## src/rtl/tlul_pkg.sv

```systemverilog
// Minimal TL-UL type definitions shared by the SRAM device and its host.
package tlul_pkg;

    typedef enum logic [2:0] {
        PutFullData    = 3'h0,
        PutPartialData = 3'h1,
        Get            = 3'h4
    } tl_a_op_e;

    typedef enum logic [2:0] {
        AccessAck     = 3'h0,
        AccessAckData = 3'h1
    } tl_d_op_e;

    typedef logic [3:0] tl_a_user_t;
    typedef logic [3:0] tl_d_user_t;

    localparam tl_d_user_t TL_D_USER_DEFAULT = '0;

    typedef struct packed {
        logic        a_valid;
        tl_a_op_e    a_opcode;
        logic [2:0]  a_param;
        logic [1:0]  a_size;
        logic [7:0]  a_source;
        logic [31:0] a_address;
        logic [3:0]  a_mask;
        logic [31:0] a_data;
        tl_a_user_t  a_user;
        logic        d_ready;
    } tl_h2d_t;

    typedef struct packed {
        logic        d_valid;
        tl_d_op_e    d_opcode;
        logic [2:0]  d_param;
        logic [1:0]  d_size;
        logic [7:0]  d_source;
        logic        d_sink;
        logic [31:0] d_data;
        tl_d_user_t  d_user;
        logic        d_error;
        logic        a_ready;
    } tl_d2h_t;

endpackage

```

## src/rtl/tlul_sram_dev_pkg.sv

```systemverilog
// Response-entry type and A-channel request legality check for the SRAM device.
package tlul_sram_dev_pkg;
    import tlul_pkg::*;

    typedef struct packed {
        tl_d_op_e    d_opcode;
        logic [1:0]  d_size;
        logic [7:0]  d_source;
        logic [31:0] d_data;
        logic        d_error;
    } rsp_entry_t;

    // Returns 1 when a request must be answered with d_error and never reach the SRAM.
    function automatic logic tl_req_error(
        input tl_a_op_e    op,
        input logic [1:0]  size,
        input logic [31:0] addr,
        input logic [3:0]  mask,
        input int unsigned depth_words
    );
        logic [3:0] lane_win;
        logic       err;
        err = 1'b0;
        lane_win = 4'b0000;
        if (!(op == Get || op == PutFullData || op == PutPartialData)) begin
            err = 1'b1;
        end
        case (size)
            2'd0: lane_win = 4'b0001 << addr[1:0];
            2'd1: begin
                lane_win = addr[1] ? 4'b1100 : 4'b0011;
                if (addr[0]) err = 1'b1;
            end
            2'd2: begin
                lane_win = 4'b1111;
                if (addr[1:0] != 2'b00) err = 1'b1;
            end
            default: err = 1'b1;
        endcase
        if (64'(addr) >= 64'(depth_words) * 64'd4) begin
            err = 1'b1;
        end
        if ((mask & ~lane_win) != 4'b0000) begin
            err = 1'b1;
        end
        return err;
    endfunction

endpackage

```

## src/rtl/tlul_sram_dev_rspfifo.sv

```systemverilog
// In-order response queue with fall-through: an entry pushed into an empty
// queue is visible on the output in the same cycle, giving one-cycle latency.
module tlul_sram_dev_rspfifo
    import tlul_sram_dev_pkg::*;
#(
    parameter int Depth = 2,
    localparam int CntW = $clog2(Depth + 1)
) (
    input  logic            clk_i,
    input  logic            rst_i,
    input  logic            push_i,
    input  rsp_entry_t      push_data_i,
    input  logic            ready_i,
    output logic            valid_o,
    output rsp_entry_t      data_o,
    output logic [CntW-1:0] count_o
);
    localparam int PtrW = (Depth > 1) ? $clog2(Depth) : 1;

    rsp_entry_t      mem_reg [Depth];
    logic [PtrW-1:0] wr_ptr_reg;
    logic [PtrW-1:0] rd_ptr_reg;
    logic [CntW-1:0] count_reg;
    logic            empty;
    logic            pop;
    logic            store;
    logic            deq;

    // Output selection: bypass the incoming entry when nothing is stored.
    always_comb begin
        empty   = (count_reg == '0);
        valid_o = !rst_i && (!empty || push_i);
        data_o  = empty ? push_data_i : mem_reg[rd_ptr_reg];
        pop     = valid_o && ready_i;
        store   = !rst_i && push_i && !(empty && pop);
        deq     = pop && !empty;
        count_o = count_reg;
    end

    // Pointer and occupancy bookkeeping; reset drops every queued entry.
    always_ff @(posedge clk_i) begin
        if (rst_i) begin
            wr_ptr_reg <= '0;
            rd_ptr_reg <= '0;
            count_reg  <= '0;
        end else begin
            if (store) begin
                wr_ptr_reg <= (wr_ptr_reg == PtrW'(Depth - 1)) ? '0 : wr_ptr_reg + 1'b1;
            end
            if (deq) begin
                rd_ptr_reg <= (rd_ptr_reg == PtrW'(Depth - 1)) ? '0 : rd_ptr_reg + 1'b1;
            end
            if (store && !deq) begin
                count_reg <= count_reg + 1'b1;
            end else if (deq && !store) begin
                count_reg <= count_reg - 1'b1;
            end
        end
    end

    // Entry storage, no reset needed for payload.
    always_ff @(posedge clk_i) begin
        if (store) begin
            mem_reg[wr_ptr_reg] <= push_data_i;
        end
    end

    // a_ready accounting upstream must prevent pushing into a full queue.
    assert property (@(posedge clk_i) disable iff (rst_i)
        !(push_i && (count_reg == CntW'(Depth))));

endmodule

```

## src/rtl/tlul_sram_dev.sv

```systemverilog
// TL-UL device front end for a single-cycle-read SRAM with bounded outstanding requests.
module tlul_sram_dev
    import tlul_pkg::*;
    import tlul_sram_dev_pkg::*;
#(
    parameter int Depth       = 1024,
    parameter int Outstanding = 2,
    localparam int AW = $clog2(Depth)
) (
    input  logic                clk_i,
    input  logic                rst_i,
    input  tlul_pkg::tl_h2d_t   tl_i,
    output tlul_pkg::tl_d2h_t   tl_o,
    output logic                req_o,
    output logic                we_o,
    output logic [AW-1:0]       addr_o,
    output logic [31:0]         wdata_o,
    output logic [31:0]         wmask_o,
    input  logic [31:0]         rdata_i
);
    localparam int CntW = $clog2(Outstanding + 1);

    logic            a_ready;
    logic            a_acc;
    logic            a_err;
    logic [CntW:0]   occupancy;
    logic [CntW-1:0] fifo_count;
    logic            rsp_valid;
    rsp_entry_t      rsp_head;
    rsp_entry_t      push_entry;
    logic            unused_tl;

    logic            infl_valid_reg;
    logic            infl_get_reg;
    logic [1:0]      infl_size_reg;
    logic [7:0]      infl_source_reg;
    logic            infl_err_reg;

    // Acceptance depends only on registered occupancy, never on d_ready.
    always_comb begin
        occupancy = {1'b0, fifo_count} + {{CntW{1'b0}}, infl_valid_reg};
        a_ready   = !rst_i && (occupancy < (CntW + 1)'(Outstanding));
        a_acc     = tl_i.a_valid && a_ready;
        a_err     = tl_req_error(tl_i.a_opcode, tl_i.a_size, tl_i.a_address,
                                 tl_i.a_mask, Depth);
        req_o     = a_acc && !a_err;
        we_o      = req_o && (tl_i.a_opcode != Get);
        addr_o    = tl_i.a_address[AW+1:2];
        wdata_o   = tl_i.a_data;
    end

    // Byte-lane mask expands to a bit mask for the SRAM.
    for (genvar gi = 0; gi < 4; gi++) begin : g_wmask
        assign wmask_o[gi*8 +: 8] = {8{tl_i.a_mask[gi]}};
    end

    assign unused_tl = ^{tl_i.a_param, tl_i.a_user};

    // Inflight stage waits the one cycle the SRAM needs to return read data.
    always_ff @(posedge clk_i) begin
        if (rst_i) begin
            infl_valid_reg  <= 1'b0;
            infl_get_reg    <= 1'b0;
            infl_size_reg   <= '0;
            infl_source_reg <= '0;
            infl_err_reg    <= 1'b0;
        end else begin
            infl_valid_reg <= a_acc;
            if (a_acc) begin
                infl_get_reg    <= (tl_i.a_opcode == Get);
                infl_size_reg   <= tl_i.a_size;
                infl_source_reg <= tl_i.a_source;
                infl_err_reg    <= a_err;
            end
        end
    end

    // Build the response entry from the inflight record and the SRAM read data.
    always_comb begin
        push_entry          = '0;
        push_entry.d_opcode = infl_get_reg ? AccessAckData : AccessAck;
        push_entry.d_size   = infl_size_reg;
        push_entry.d_source = infl_source_reg;
        push_entry.d_error  = infl_err_reg;
        push_entry.d_data   = (infl_get_reg && !infl_err_reg) ? rdata_i : 32'h0;
    end

    tlul_sram_dev_rspfifo #(
        .Depth (Outstanding)
    ) u_rspfifo (
        .clk_i       (clk_i),
        .rst_i       (rst_i),
        .push_i      (infl_valid_reg),
        .push_data_i (push_entry),
        .ready_i     (tl_i.d_ready),
        .valid_o     (rsp_valid),
        .data_o      (rsp_head),
        .count_o     (fifo_count)
    );

    // D channel driven from the queue head; constant fields tied off.
    always_comb begin
        tl_o          = '0;
        tl_o.a_ready  = a_ready;
        tl_o.d_valid  = rsp_valid;
        tl_o.d_opcode = rsp_head.d_opcode;
        tl_o.d_param  = 3'b000;
        tl_o.d_size   = rsp_head.d_size;
        tl_o.d_source = rsp_head.d_source;
        tl_o.d_sink   = 1'b0;
        tl_o.d_data   = rsp_head.d_data;
        tl_o.d_user   = TL_D_USER_DEFAULT;
        tl_o.d_error  = rsp_head.d_error;
    end

endmodule
```

## config.mk

```make
export PLATFORM = sky130hd
export DESIGN_NAME = tlul_sram_dev
export DESIGN_NICKNAME = d
export VERILOG_FILES = /design/src/rtl/tlul_pkg.sv /design/src/rtl/tlul_sram_dev_pkg.sv /design/src/rtl/tlul_sram_dev_rspfifo.sv /design/src/rtl/tlul_sram_dev.sv
export SDC_FILE = /design/constraint.sdc
export NUM_CORES = 1
export LEC_CHECK = 0
export BUFFER_PORTS_ARGS = -buffer_cell sky130_fd_sc_hd__buf_4
export CAP_MARGIN = 20
export CELL_PAD_IN_SITES_DETAIL_PLACEMENT = 1
export CELL_PAD_IN_SITES_GLOBAL_PLACEMENT = 2
export CORE_MARGIN = 8
export CORE_UTILIZATION = 28
export CTS_CLUSTER_SIZE = 12
export DETAILED_ROUTE_END_ITERATION = 7
export GPL_TIMING_DRIVEN = 0
export PLACE_DENSITY = 0.79
export SYNTH_ARGS = -nofsm -noshare
export SYNTH_HDL_FRONTEND = slang
export SYNTH_SLANG_ARGS = --single-unit
```

## constraint.sdc

```tcl
create_clock -name clk_i -period 4.15 [get_ports clk_i]
set_input_delay 0.83 -clock clk_i [delete_from_list [all_inputs] [get_ports clk_i]]
set_output_delay 0.83 -clock clk_i [all_outputs]
set_load 0.01 [all_outputs]
```

==> flow_summary.yaml <==
cells_and_area:
  final_core_util_pct: 40.3
  ff_latch_area_um2: 3000
  multi_input_comb_area_um2: 1650
  final_common_cell: "buf_4"
  layout_common_cells: "284 x buf_4, 88 x edfxtp_1, 66 x nand2_1"
  largest_reg_flops: 88
  final_cell_area_um2: 7560
  n_fill_cell: 2082
  diodes: 0
  nets: 819
  drive_gt1_share_pct: 46.3
  area_growth_pct: 40.5
power:
  vdd_drop_max_v: 0.000145
  p_leak_nw: 3.05
  power_density_nw_per_um2: 364
place:
  hpwl_um: 12400
  io_buffer_count: 196
  gp_congestion: 0.741
  place_area_um2: 7230
global_routing:
  grt_max_degree: 31
  overflow: 0
  first_global_vias: 4674
  grt_use_total_pct: 13.0
  antenna_found_initial: 0
  grt_pass1_wl_um: 24700
setup_path:
  critPathBufInv: 3
  crit_chain: "buf_4 -> inv_1 -> ha_1 -> o21a_1 -> o311a_1 -> and2_1 -> and3_1 -> buf_4"
  critical_path_class: "input pin to output pin"
  max_stage_delay_ns: 0.34
  critPathCaptureType: "output pin"
  crit_path_frequent_cell: "buf_4"
  path_max_fanout: 4
  cp_top_family: "compound AO/OA/AOI/OAI gates"
  worstPathArrival_ns: 2.28
  startpoint_type: "input pin"
  worstPathRequired_ns: 3.32
  critPathSlowestCell: "o311a_1"
routing:
  wl_per_cell_um: 17.2
  ant_nets: 0
  vias: 4090
  drt-initial-drc-count: 115
  drc: 0
  viasPerCell: 4.41
  first_pass_iters: 4
  wl_um: 15900
timing:
  drv_slew: 0
  min_period_ns: 3.11
  relSlewSlack_pct: 50.7
  rsz0062_at_grt: "no"
  max_freq_ghz: 0.322
  setup_violations: 0
  finClkSkew_ns: 0.00835
  hold_viol_final: 0
  tightest_slew_ns: 0.737
  whs_ns: 0.492
  tns_ns: 0
  fin_crit_sh_pct: 74.9
job:
  maxCapViolations: 0
cts:
  cts_tree: "done"
  cts-hold-fix-buffers: 0
  cts_root_buf: "clkbuf_16"
  cts_setup_buffers: 0
  post_cts_resized: 0
  numCtsBuffers: 9
  cts_max_path_buffers: 2
  clkSinkCount: 106
  clock_latency_ns: 0.34
  htree_levels: 3
  path_clk_slew_ns: 0.07
min_path:
  min_path_type: "flip-flop to flip-flop"
yosys:
  ys_warn_count: 0
  yosysSeqAreaShare_pct: 55.8
  synth_edf_count: 88
  syn-instance-count: 472
  async_flop_share_pct: 0
  yosysUniqueCellTypes: 42
  ys_ff_latch: 106
  synth_ff_type: "edfxtp_1"
  synth_area_um2: 5380
  syn_avg_cell_area_um2: 11.4
floorplanning:
  rows: 50
  fp.dieH_um: 155
  io_pins: 256
  initial_core_util_pct: 28.7
  dieArea_um2: 23900
  coreArea_um2: 18800
  die_w_um: 155
status:
  status: "complete, no violations"
-- cell type report --
cell class	instances	share of cell area, %
Clock inverter	5	1.37
Clock buffer	10	3.03
Inverter	4	0.199
Multi-Input combinational cell	263	21.8
Buffer	108	10.1
Tap cell	234	3.87
Timing Repair Buffer	198	20.0
Sequential cell	106	39.7
-- layer usage --
metal  vias to the layer above  share of wire [%]  GRT usage, %
met5                         -                  0             0
met4                         0               0.73          2.94
met3                        10                9.0          5.71
met2                       165                 50          22.9
met1                      1931                 40          14.2
li1                       1984                  -             -
-- cells by family after synthesis --
family	count (synthesis)	share of synthesized area [%]
AOI/OAI and AO/OA	69	7.65
xor gates and xnor gates	4	0.651
adders and majority gates	5	1.16
buffers and inverters	112	14.4
DFF	106	55.8
muxes	46	8.55
other	1	0.0697
and+or+nand+nor	129	11.7
-- metrics by stage --
stage,setup WS [ns],cells,total power [mW]
2_1_floorplan,0.397,481,1.51
3_3_place_gp,-1.06,911,1.82
3_5_place_dp,1.02,913,1.83
4_1_cts,1.01,928,2.79
5_1_grt,0.957,928,2.87
6_report,1.04,928,2.75
-- synth_stat cells, types with 2 or more instances --
master	count	area, um2
edfxtp_1	88	2640
mux2i_1	46	460
nor4_1	4	25.0
clkbuf_1	9	33.8
buf_6	2	22.5
xor2_1	3	26.3
nor2_1	8	30.0
buf_2	8	40.0
inv_1	3	11.3
dfxtp_1	18	360
nor2b_1	5	31.3
nand2_1	66	248
nor3_1	3	15.0
o21ai_0	45	225
buf_4	88	661
ha_1	5	62.6
a21oi_1	13	65.1
and2_1	34	213
-- final timing paths --
check | from | end | slack, ns | cells after the start
worst min-delay path | infl_size_reg[1]$_SDFFE_PP0P_ | u_rspfifo.mem_reg[0][42]$_DFFE_PP_ | 0.49 | 0
worst max register to register | u_rspfifo.count_o[1]$_SDFFE_PP0P_ | u_rspfifo.mem_reg[0][1]$_DFFE_PP_ | 1.97 | 4
worst min register to register | infl_size_reg[1]$_SDFFE_PP0P_ | u_rspfifo.mem_reg[0][42]$_DFFE_PP_ | 0.49 | 0
worst max-delay path | tl_i[81] | req_o | 1.04 | 8
-- where the power goes --
part	total (mW)	switching, mW	internal [mW]
clock	0.958	0.371	0.587
combinational	0.600	0.297	0.302
sequential	1.19	0.0181	1.17
(Power assumes the default switching activity.)
